--- src/rtl/vga_timing_generator.sv ---
// vga_timing_generator: free-running raster counter with registered row/column, sync and strobe decodes.
// Latency: every output is the decode of the counter value one clock earlier; sync pins add SYNC_DELAY clocks
// when VGA_SYNC_PIPELINE_EN is defined. No backpressure: the raster never stalls, consumers qualify with display_enable.
module vga_timing_generator #(
  parameter int H_VISIBLE       = 640,
  parameter int H_FRONT         = 16,
  parameter int H_SYNC          = 96,
  parameter int H_BACK          = 48,
  parameter int V_VISIBLE       = 480,
  parameter int V_FRONT         = 10,
  parameter int V_SYNC          = 2,
  parameter int V_BACK          = 33,
  parameter bit SYNC_ACTIVE_LOW = 1'b1,
  parameter int SYNC_DELAY      = 2
) (
  input  logic        vga_clock,
  input  logic        reset,
  output int          column,
  output int          row,
  output logic        display_enable,
  output logic        h_sync,
  output logic        v_sync,
  output logic        line_start,
  output logic        frame_start,
  output logic [15:0] frame_count
);

  localparam int   H_TOTAL    = H_VISIBLE + H_FRONT + H_SYNC + H_BACK;
  localparam int   V_TOTAL    = V_VISIBLE + V_FRONT + V_SYNC + V_BACK;
  localparam int   HS_FIRST   = H_VISIBLE + H_FRONT;
  localparam int   HS_LAST    = HS_FIRST + H_SYNC - 1;
  localparam int   VS_FIRST   = V_VISIBLE + V_FRONT;
  localparam int   VS_LAST    = VS_FIRST + V_SYNC - 1;
  localparam logic SYNC_IDLE  = SYNC_ACTIVE_LOW;
  localparam logic SYNC_ACT   = ~SYNC_ACTIVE_LOW;

  int   h;
  int   v;
  logic hs_reg;
  logic vs_reg;

  // Raster counters: h every clock, v when h wraps, both wrap together at the frame end.
  always_ff @(posedge vga_clock) begin
    if (reset) begin
      h <= 0;
      v <= 0;
    end else if (h == H_TOTAL - 1) begin
      h <= 0;
      v <= (v == V_TOTAL - 1) ? 0 : v + 1;
    end else begin
      h <= h + 1;
    end
  end

  // Registered decodes of the current counter point; all outputs describe the same (h, v).
  always_ff @(posedge vga_clock) begin
    if (reset) begin
      column         <= 0;
      row            <= 0;
      display_enable <= 1'b0;
      line_start     <= 1'b0;
      frame_start    <= 1'b0;
      hs_reg         <= SYNC_IDLE;
      vs_reg         <= SYNC_IDLE;
    end else begin
      column         <= h;
      row            <= v;
      display_enable <= (h < H_VISIBLE) && (v < V_VISIBLE);
      line_start     <= (h == 0);
      frame_start    <= (h == 0) && (v == 0);
      hs_reg         <= (h >= HS_FIRST && h <= HS_LAST) ? SYNC_ACT : SYNC_IDLE;
      vs_reg         <= (v >= VS_FIRST && v <= VS_LAST) ? SYNC_ACT : SYNC_IDLE;
    end
  end

  // Frame counter steps the clock after frame_start, so frame_start shows the pre-increment value.
  always_ff @(posedge vga_clock) begin
    if (reset) begin
      frame_count <= 16'd0;
    end else if (frame_start) begin
      frame_count <= frame_count + 16'd1;
    end
  end

`ifdef VGA_SYNC_PIPELINE_EN
  logic [SYNC_DELAY-1:0] hs_pipe;
  logic [SYNC_DELAY-1:0] vs_pipe;

  // Sync delay line matching the colour pipeline; stages clear to the idle level so no stale pulse survives reset.
  always_ff @(posedge vga_clock) begin
    if (reset) begin
      hs_pipe <= {SYNC_DELAY{SYNC_IDLE}};
      vs_pipe <= {SYNC_DELAY{SYNC_IDLE}};
    end else begin
      hs_pipe[0] <= hs_reg;
      vs_pipe[0] <= vs_reg;
      for (int i = 1; i < SYNC_DELAY; i++) begin
        hs_pipe[i] <= hs_pipe[i-1];
        vs_pipe[i] <= vs_pipe[i-1];
      end
    end
  end

  assign h_sync = hs_pipe[SYNC_DELAY-1];
  assign v_sync = vs_pipe[SYNC_DELAY-1];
`else
  // Sync pins aligned with row/column; the delay setting has no effect in this build.
  logic unused_sync_delay;
  assign unused_sync_delay = (SYNC_DELAY != 0);
  assign h_sync = hs_reg;
  assign v_sync = vs_reg;
`endif

endmodule
--- config.mk ---
export PLATFORM = sky130hd
export DESIGN_NAME = vga_timing_generator
export DESIGN_NICKNAME = d
export VERILOG_FILES = /design/src/rtl/vga_timing_generator.sv
export SDC_FILE = /design/constraint.sdc
export NUM_CORES = 1
export LEC_CHECK = 0
export BUFFER_PORTS_ARGS = -buffer_cell sky130_fd_sc_hd__buf_2
export CAP_MARGIN = 20
export CELL_PAD_IN_SITES_DETAIL_PLACEMENT = 0
export CELL_PAD_IN_SITES_GLOBAL_PLACEMENT = 1
export CORE_MARGIN = 2
export CORE_UTILIZATION = 30
export CTS_BUF_LIST = sky130_fd_sc_hd__clkbuf_8
export CTS_CLUSTER_SIZE = 12
export DETAILED_ROUTE_END_ITERATION = 8
export PLACE_DENSITY_LB_ADDON = 0.1
export SLEW_MARGIN = 0
export SYNTH_ARGS = -nofsm -noshare
export SYNTH_HDL_FRONTEND = slang
export SYNTH_SLANG_ARGS = --single-unit
export TNS_END_PERCENT = 10
--- constraint.sdc ---
create_clock -name vga_clock -period 2.5 [get_ports vga_clock]
set_input_delay 0.375 -clock vga_clock [delete_from_list [all_inputs] [get_ports vga_clock]]
set_output_delay 0.375 -clock vga_clock [all_outputs]
set_load 0.1 [all_outputs]
==> flow_metrics.env <==
export IMPL_first_pass_iters=4
export IMPL_cts_root_buf="clkbuf_8"
export IMPL_routedWlPerCell_um=14.32
export IMPL_dieArea_sq_um=20100
export IMPL_final_cells=1002
export IMPL_synth_edff_count=0
export IMPL_grt_start_max_net_pins=33
export IMPL_synth_seq_cells=149
export IMPL_cts_tree="yes"
export IMPL_clock_sinks=149
export IMPL_syn_area_per_cell_sq_um=9.069
export IMPL_ys_async_sr_fraction=0
export IMPL_timing_worst_slew_pin_value_ns=0.6079
export IMPL_grtUsageTotal=0.1461
export IMPL_ctsHoldBuffers=0
export IMPL_p_per_area_nw_per_um2=651.6
export IMPL_finalCritPeriodShare=0.9720
export IMPL_synth_most_common_cell="dfxtp_1"
export IMPL_pre_cts_ws_ns=-0.03207
export IMPL_dp_final_hpwl_um=9993
export IMPL_end_kind="flop"
export IMPL_layout_setup_ws_ns=0.06999
export IMPL_grt_pass1_vias=4580
export IMPL_die_x_um=141.8
export IMPL_start_kind="flop"
export IMPL_syn_inst=628
export IMPL_slew_limit_headroom=0.5910
export IMPL_final_net_count=765
export IMPL_yosys_area_top_type="dfxtp_1"
export IMPL_clkSlewWorstSetupHoldPaths_ns=0.08
export IMPL_ios=87
export IMPL_p_total_uw=4772
export IMPL_core_area_sq_um=18640
export IMPL_drv_slew=0
export IMPL_synth_nets=635
export IMPL_final_util=0.3928
export IMPL_area_delta_synth_final_pct=28.58
export IMPL_cp_arrival_ns=2.81
export IMPL_drive_above_1_share=0.2474
export IMPL_netlist_top_cells_area="dfxtp_1 52%, xnor2_1 6.9%, nor2_1 5.9%"
export IMPL_ant_nets=0
export IMPL_worstHoldPathType="input port to flop"
export IMPL_ys_flop_type="dfxtp_1"
export IMPL_ir_drop_mv=0.2884
export IMPL_grt_antenna_before_repair=0
export IMPL_cts_buffers_inserted=17
export IMPL_htreeDepth=4
export IMPL_grt_pass1_wl_um=23270
export IMPL_synthDistinctLibCells=38
export IMPL_fin_crit_ns=2.430
export IMPL_num_rows=50
export IMPL_start_util=0.3055
export IMPL_grt_setup_unrepaired="false"
export IMPL_status="finished, final reports clean"
export IMPL_cts_buffer_depth=2
export IMPL_fmax_ghz=0.4115
export IMPL_hold_viol_final=0
export IMPL_clock_latency_ns=0.45
export IMPL_drc=0
export IMPL_crit_path_max_fanout=5
export IMPL_synth_top_area_share=0.5237
export IMPL_ys_seq_area_frac=0.5237
export IMPL_required_ns=2.88
export IMPL_fp_dieH_um=141.8
export IMPL_fin_worst_skew_ns=0.01357
export IMPL_insertedDiodeCount=0
export IMPL_drt_total_wl_um=14350
export IMPL_netlist_area_sq_um=5695
export IMPL_placedCellCount=971
export IMPL_port_buffers=86
export IMPL_synth_common_cells="149 x dfxtp_1, 90 x nor2_1, 51 x nor2b_1"
export IMPL_hold_ws_ns=0.2759
export IMPL_num_vias=4689
export IMPL_finalSetupViolCount=0
export IMPL_yosys_warnings=0
export IMPL_cap_violations=0
export IMPL_drt_iter0_markers=245
export IMPL_cellLeakagePower_uw=0.002853
export IMPL_drt_vias_per_instance=4.680
export IMPL_routabilityCongestion=0.8129
export IMPL_grt_ovfl_total=0
export IMPL_critical_path_class="flop to flop"
## metal layers
metal	wire length, um	global-route usage	up-vias	share of wire
met4	195	0.05474	0	0.014
met1	7241	0.1936	2184	0.50
met2	6330	0.2307	97	0.44
li1	-	-	2395	-
met5	0	0	-	0
met3	584	0.03611	13	0.041
## power by group
part / internal (uW) / total, uW / switching (uW)
Sequential: 2390 / 2400 / 12.1
Combinational: 39.0 / 175 / 136
Clock: 1320 / 2200 / 877
Total: 3750 / 4770 / 1020
## worst max-delay path: stages (launching register included)
cell,delay (ns)
dfxtp_1,0.32
or4_4,0.53
or3_4,0.34
or4b_4,0.53
buf_4,0.17
or3_1,0.34
a21oi_1,0.14
## layout make-up
type	instances	area [sq um]
clock buffers	19	261.5
clock inverters	10	205.2
fillers	1896	11320
inverters	18	67.56
multi-input cells	430	2615
flip-flops and latches	149	2984
well taps	234	292.8
repair buffers	142	897.1
## cells in the final DEF (no fill, tap or decap), types with 2 or more instances in the layout
master / Yosys / layout
nand3_1: 28 / 28
ha_1: 5 / 5
nand3b_1: 2 / 2
o21ai_0: 20 / 20
or4_1: 7 / 6
and3_1: 3 / 3
nor2b_1: 51 / 51
inv_1: 18 / 19
nor4_2: 0 / 10
xor2_1: 11 / 11
and4_1: 9 / 9
nor3_1: 21 / 21
a21oi_1: 23 / 23
nand4_1: 24 / 24
and2_1: 2 / 2
bufinv_16: 0 / 6
buf_2: 2 / 86
buf_12: 0 / 2
clkbuf_8: 0 / 19
or3_1: 20 / 20
nor4_1: 24 / 14
xnor2_1: 45 / 45
dfxtp_1: 149 / 148
nand2_1: 28 / 28
buf_4: 0 / 52
nor2_1: 90 / 89
## state kept, by name, indices dropped and copies added, names as in the netlist
signal,flops
frame_count,16
line_start,1
h_sync,1
h,32
frame_start,1
column,32
v,32
v_sync,1
row,32
display_enable,1
## worst paths after layout
kind              startpoint               to  slack (ns)  depth (start not counted)
min reg2reg  frame_count[15]  frame_count[15]        0.51                          2
min                    reset           row[0]        0.28                          2
max reg2reg            h[31]            v[22]        0.07                          6
max                    h[31]            v[22]        0.07                          6
## what timing repair did
action                     CTS  global route
setup endpoints to repair    7            43
pin swaps                    0             5
buffers inserted             0             1
cloned                       0             1
gates resized for setup      2            16
## kinds of logic after synthesis
family / after synthesis / synth area share
multiplexers: 1 / 0.001758
adder cells (fa/ha/maj): 5 / 0.01098
AO/OA/AOI/OAI: 47 / 0.04284
flip-flops: 149 / 0.5237
AND/OR/NAND/NOR: 321 / 0.3018
XOR/XNOR: 56 / 0.08612
buffers and inverters: 49 / 0.03273
## through the flow
step	setup TNS, ns	area [sq um]
finish	0	7323
global placement	0	6730
global route	0	7323
CTS	0	7203
floorplan	0	5695
detailed placement	-0.06125	6730
Power figures use the tool's default switching activity.
